File: config.mk
export PLATFORM = sky130hd
export DESIGN_NAME = fetch_unit
export DESIGN_NICKNAME = d
export VERILOG_FILES = /design/src/rtl/fetch_pkg.sv /design/src/rtl/sync_fifo.sv /design/src/rtl/fetch_unit.sv
export SDC_FILE = /design/constraint.sdc
export NUM_CORES = 1
export LEC_CHECK = 0
export ABC_AREA = 1
export CAP_MARGIN = 20
export CELL_PAD_IN_SITES_DETAIL_PLACEMENT = 0
export CELL_PAD_IN_SITES_GLOBAL_PLACEMENT = 1
export CORE_ASPECT_RATIO = 1.75
export CORE_MARGIN = 3
export CORE_UTILIZATION = 30
export DETAILED_ROUTE_END_ITERATION = 6
export PLACE_DENSITY_LB_ADDON = 0.1
export SYNTH_ARGS = -nofsm -noshare
export SYNTH_HDL_FRONTEND = slang
export SYNTH_SLANG_ARGS = --single-unit
File: constraint.sdc
create_clock -name clk -period 4.8 [get_ports clk]
set_input_delay 0.96 -clock clk [delete_from_list [all_inputs] [get_ports clk]]
set_output_delay 0.96 -clock clk [all_outputs]
set_load 0.1 [all_outputs]
File: src/rtl/fetch_pkg.sv
// Shared widths, reset PC default and the decode-buffer entry type for the fetch stage.
package fetch_pkg;
  localparam int XLEN = 32;
  localparam int ILEN = 32;

  localparam logic [XLEN-1:0] DEFAULT_RESET_PC = 32'h0000_0000;
  localparam logic [ILEN-1:0] NOP_INSTR        = 32'h0000_0013;

  typedef struct packed {
    logic [XLEN-1:0] pc;
    logic [ILEN-1:0] instr;
  } fetch_entry_t;
endpackage

File: src/rtl/sync_fifo.sv
// Single-clock FIFO with a one-cycle flush; rdata_o always shows the head entry.
module sync_fifo #(
  parameter int WIDTH = 32,
  parameter int DEPTH = 2
) (
  input  logic                   clk,
  input  logic                   rst_n,
  input  logic                   push_i,
  input  logic                   pop_i,
  input  logic                   flush_i,
  input  logic [WIDTH-1:0]       wdata_i,
  output logic [WIDTH-1:0]       rdata_o,
  output logic [$clog2(DEPTH):0] count_o
);
  localparam int AW = $clog2(DEPTH);
  localparam int CW = AW + 1;

  logic [WIDTH-1:0] mem_q [DEPTH];
  logic [AW-1:0]    rd_ptr_q, rd_ptr_d;
  logic [AW-1:0]    wr_ptr_q, wr_ptr_d;
  logic [CW-1:0]    count_q, count_d;
  logic             full, do_push, do_pop;

  assign full    = (count_q == CW'(DEPTH));
  assign do_pop  = pop_i && (count_q != '0) && !flush_i;
  // A pop in the same cycle frees the slot, so a full FIFO can still accept.
  assign do_push = push_i && (!full || do_pop) && !flush_i;

  always_comb begin
    rd_ptr_d = rd_ptr_q;
    wr_ptr_d = wr_ptr_q;
    count_d  = count_q;
    if (flush_i) begin
      rd_ptr_d = '0;
      wr_ptr_d = '0;
      count_d  = '0;
    end else begin
      if (do_push) wr_ptr_d = wr_ptr_q + AW'(1);
      if (do_pop)  rd_ptr_d = rd_ptr_q + AW'(1);
      count_d = count_q + CW'(do_push) - CW'(do_pop);
    end
  end

  always_ff @(posedge clk or negedge rst_n) begin
    if (!rst_n) begin
      rd_ptr_q <= '0;
      wr_ptr_q <= '0;
      count_q  <= '0;
    end else begin
      rd_ptr_q <= rd_ptr_d;
      wr_ptr_q <= wr_ptr_d;
      count_q  <= count_d;
    end
  end

  always_ff @(posedge clk) begin
    if (do_push) mem_q[wr_ptr_q] <= wdata_i;
  end

  assign rdata_o = mem_q[rd_ptr_q];
  assign count_o = count_q;
endmodule

File: src/rtl/fetch_unit.sv
// Instruction fetch stage: credit-limited in-order fetch from imem, with a redirect
// path that flushes the decode buffer and drops responses still in flight.
module fetch_unit #(
  parameter int              XLEN     = fetch_pkg::XLEN,
  parameter logic [XLEN-1:0] RESET_PC = fetch_pkg::DEFAULT_RESET_PC,
  parameter int              DEPTH    = 2
) (
  input  logic            clk,
  input  logic            rst_n,
  input  logic            pc_src,
  input  logic [XLEN-1:0] target_pc,
  output logic            imem_req_valid,
  input  logic            imem_req_ready,
  output logic [XLEN-1:0] imem_req_addr,
  input  logic            imem_rsp_valid,
  input  logic [31:0]     imem_rsp_data,
  output logic            if_valid,
  input  logic            if_ready,
  output logic [XLEN-1:0] if_pc,
  output logic [31:0]     if_instr
);
  import fetch_pkg::*;

  localparam int            CW      = $clog2(DEPTH) + 1;
  localparam logic [CW:0]   DEPTH_W = (CW+1)'(DEPTH);

  logic [XLEN-1:0] pc_q, pc_d;
  logic [CW-1:0]   drop_q, drop_d;
  logic [CW-1:0]   outstanding, occupancy;
  logic [XLEN-1:0] pq_head;
  fetch_entry_t    buf_wdata, buf_head;
  logic [CW:0]     in_use;
  logic            if_pop, has_credit, req_fire, rsp_keep;

  assign if_valid = (occupancy != '0);
  assign if_pop   = if_valid && if_ready;
  assign in_use   = {1'b0, outstanding} + {1'b0, occupancy};

  // A decode pop in this cycle frees its slot for a request issued in the same cycle,
  // which is what sustains one instruction per cycle with a 1-cycle memory.
  assign has_credit     = (in_use < DEPTH_W) || (if_pop && (in_use == DEPTH_W));
  assign imem_req_valid = rst_n && has_credit && !pc_src;
  assign imem_req_addr  = pc_q;
  assign req_fire       = imem_req_valid && imem_req_ready;
  assign rsp_keep       = imem_rsp_valid && (drop_q == '0) && !pc_src;

  always_comb begin
    pc_d = pc_q;
    if (pc_src)        pc_d = target_pc & ~XLEN'(3);
    else if (req_fire) pc_d = pc_q + XLEN'(4);
  end

  always_comb begin
    drop_d = drop_q;
    if (pc_src)                                drop_d = outstanding - CW'(imem_rsp_valid);
    else if (imem_rsp_valid && drop_q != '0)   drop_d = drop_q - CW'(1);
  end

  always_ff @(posedge clk or negedge rst_n) begin
    if (!rst_n) begin
      pc_q   <= RESET_PC;
      drop_q <= '0;
    end else begin
      pc_q   <= pc_d;
      drop_q <= drop_d;
    end
  end

  // Every response pops the PC queue, so its count is the outstanding-request count.
  sync_fifo #(.WIDTH(XLEN), .DEPTH(DEPTH)) u_pc_queue (
    .clk     (clk),
    .rst_n   (rst_n),
    .push_i  (req_fire),
    .pop_i   (imem_rsp_valid),
    .flush_i (1'b0),
    .wdata_i (pc_q),
    .rdata_o (pq_head),
    .count_o (outstanding)
  );

  assign buf_wdata = '{pc: pq_head, instr: imem_rsp_data};

  sync_fifo #(.WIDTH($bits(fetch_entry_t)), .DEPTH(DEPTH)) u_ibuf (
    .clk     (clk),
    .rst_n   (rst_n),
    .push_i  (rsp_keep),
    .pop_i   (if_pop),
    .flush_i (pc_src),
    .wdata_i (buf_wdata),
    .rdata_o (buf_head),
    .count_o (occupancy)
  );

  assign if_pc    = if_valid ? buf_head.pc    : '0;
  assign if_instr = if_valid ? buf_head.instr : '0;
endmodule

==> impl_metrics.json <==
{
  "syn_to_final_growth_pct": 26.4,
  "pwr-share-comb_pct": 38.6,
  "port_buffers": 161,
  "tns_ns": 0,
  "startpoint_type": "flip-flop",
  "cts_root_buf": "clkbuf_16",
  "hpwl_mm": 16.5,
  "dieArea_sq_um": 35000,
  "cts_buffers": 23,
  "worstMarginPinSlew_ns": 1.04,
  "n_antenna_cell": 0,
  "antenna_found_initial": 0,
  "synthArstFlopShare_pct": 17.9,
  "nets": 1196,
  "report.final.slew_viol_count": 0,
  "core_area_sq_um": 32200,
  "synth_area_leaders": "edfxtp_1 56%, nand2_1 16%, dfrtp_1 10%",
  "vias": 6891,
  "grt_pass1_vias": 6961,
  "wl_per_cell_microns": 16.5,
  "num-fill-cells": 3263,
  "track_usage_pct": 14.3,
  "worstPathMaxFanout": 41,
  "clk_latency_ns": 0.51,
  "synth_cell_type_count": 31,
  "ys_ff_latch": 224,
  "fp.dieH_microns": 245,
  "swShare_pct": 43.3,
  "setup_violations": 0,
  "fmax_mhz": 282,
  "rsz0062_at_grt": "no",
  "syn_area_per_cell_sq_um": 10.2,
  "start_util_pct": 30.4,
  "slew_headroom_pct": 30.6,
  "grt.overflow.total": 0,
  "p_clk_share_pct": 24.8,
  "mostFrequentLayoutCells": "412 x nand2_1, 184 x edfxtp_1, 97 x clkdlybuf4s50_1",
  "worstSetupEndpointType": "output port",
  "cts_resized": 0,
  "drtAntennaViolNets": 0,
  "worstPathArrival_ns": 2.58,
  "total_power_uw": 7080,
  "required_ns": 3.84,
  "grt_max_degree": 63,
  "die_w_microns": 143,
  "fp-row-count": 87,
  "seqPwrFrac_pct": 36.6,
  "drt_iter0_markers": 287,
  "synth-main-ff-cell": "edfxtp_1",
  "drc": 0,
  "outcome": "complete, no violations",
  "layout_commonest_cell": "nand2_1",
  "hp-class": "reg -> reg",
  "pin_count": 168,
  "synth_edf_count": 184,
  "cts_max_path_buffers": 3,
  "cts_hold_buffers": 0,
  "post-route-period-util_pct": 73.8,
  "powerDensity_nw_per_um2": 572,
  "cts_setup_buffers": 0,
  "drtPass1Iterations": 5,
  "drive_gt1_share_pct": 11.9,
  "ys_warn_count": 0,
  "internal-power_uw": 4010,
  "syn_inst": 960,
  "finish.instance_area_sq_um": 12400,
  "syn_area_sq_um": 9810,
  "post-route-min-period_ns": 3.54,
  "synth_area_leader_cell": "edfxtp_1",
  "peakVddDrop_v": 0.000273,
  "maxCapViolations": 0,
  "hold_viol": 0,
  "clock_sinks": 224,
  "cts.htree.levels": 1,
  "placed_area_sq_um": 11700,
  "finalWirelength_mm": 25.3,
  "gp_congestion": 0.751,
  "vias_per_cell": 4.50,
  "clk_pin_slew_ns": 0.06,
  "cts_tree": "yes",
  "crit_type": "reg -> out",
  "grt_pass1_wl_mm": 39.3,
  "p_sw_uw": 3070,
  "yosysSeqAreaShare_pct": 66.5,
  "synth_top_area_share_pct": 56.3,
  "skew_ns": 0.0120,
  "power_leakage_uw": 0.00505
}
==> kinds of logic after synthesis <==
family,Yosys count,synth area share (%)
AO/OA/AOI/OAI,91,4.86
XOR/XNOR,14,1.25
adder cells (fa/ha/maj),9,1.22
buffers and inverters,98,4.31
flip-flops,224,66.5
other,1,0.0382
AND/OR/NAND/NOR,523,21.8
==> final timing paths <==
| check | from | endpoint | slack [ns] | depth (start not counted) |
|---|---|---|---|---|
| max in group asynchronous | rst_n | u_ibuf.rd_ptr_q$_DFFE_PN0P_ | 3.63 | 2 |
| max | u_ibuf.rd_ptr_q$_DFFE_PN0P_ | if_pc[24] | 1.26 | 5 |
| min | u_pc_queue.wr_ptr_q$_DFFE_PN0N_ | u_pc_queue.wr_ptr_q$_DFFE_PN0N_ | 0.49 | 2 |
| max reg2reg | u_pc_queue.count_o[0]$_DFF_PN0_ | u_pc_queue.mem_q[1][4]$_DFFE_PP_ | 2.16 | 9 |
| min in group asynchronous | rst_n | imem_req_addr[26]$_DFFE_PN0P_ | 0.68 | 2 |
| min reg2reg | u_pc_queue.wr_ptr_q$_DFFE_PN0N_ | u_pc_queue.wr_ptr_q$_DFFE_PN0N_ | 0.49 | 2 |
==> worst max-delay path, cell delays in order (launching register included) <==
cell	delay, ns
dfrtp_2	0.40
inv_2	0.59
buf_4	0.43
nand2_1	0.09
a21oi_1	0.21
buf_4	0.33
==> Yosys cell counts (3+ instances only) <==
| master | count |
|---|---|
| buf_6 | 4 |
| a21oi_1 | 68 |
| o21bai_1 | 3 |
| ha_1 | 8 |
| xor2_1 | 8 |
| buf_4 | 4 |
| or2_2 | 8 |
| inv_2 | 3 |
| buf_2 | 6 |
| nor2_4 | 3 |
| edfxtp_1 | 184 |
| nand2_1 | 412 |
| nor2_1 | 48 |
| inv_1 | 51 |
| clkbuf_1 | 28 |
| nand3_1 | 39 |
| nand2_4 | 5 |
| xnor2_1 | 6 |
| dfrtp_1 | 40 |
| o21ai_0 | 19 |
==> per-layer routing <==
| metal | track usage [%] | wire length, microns | up-vias |
|---|---|---|---|
| li1 | - | - | 3456 |
| met1 | 17.0 | 10300 | 3266 |
| met2 | 26.3 | 13400 | 139 |
| met3 | 2.05 | 969 | 30 |
| met4 | 4.53 | 577 | 0 |
| met5 | 0 | 0 | - |
==> final cells by class <==
type                    count  area (sq um)  area share (%)
clock inverters             7          87.6           0.707
inverters                  55           209            1.69
clock buffers              34           637            5.14
well taps                 400           500            4.04
multi-input cells         641          2890            23.3
flip-flops and latches    224          6530            52.7
repair buffers            172          1540            12.5
==> per-stage QoR <==
| step | utilization [%] | cells | worst slack [ns] | hold slack [ns] |
|---|---|---|---|---|
| after floorplan | - | 963 | 0.320 | 0.442 |
| after global placement | 36.2 | 1492 | 1.39 | 0.458 |
| after detailed placement | 36.2 | 1492 | 1.33 | 0.465 |
| after CTS | 38.5 | 1533 | 1.13 | 0.485 |
| after global routing | 38.5 | 1533 | 1.03 | 0.528 |
| final | 38.5 | 1533 | 1.26 | 0.488 |
==> sequential cells by signal, indices dropped and copies added, names as in the netlist, 2 cells and up <==
name,count
u_pc_queue.mem_q,60
u_ibuf.mem_q,124
u_pc_queue.count_o,2
u_ibuf.count_o,2
imem_req_addr,30
drop_q,2
==> power by group through the flow <==
stage                     registers [uW]  logic, uW  clock network, uW
final                               2590       2730               1750
after global routing                2620       2930               1900
after CTS                           2600       2790               1820
after detailed placement            2640       2780                  0
after global placement              2630       2760                  0
after floorplan                     2980       1710                  0
No activity file was read; power rests on OpenSTA's default activity.
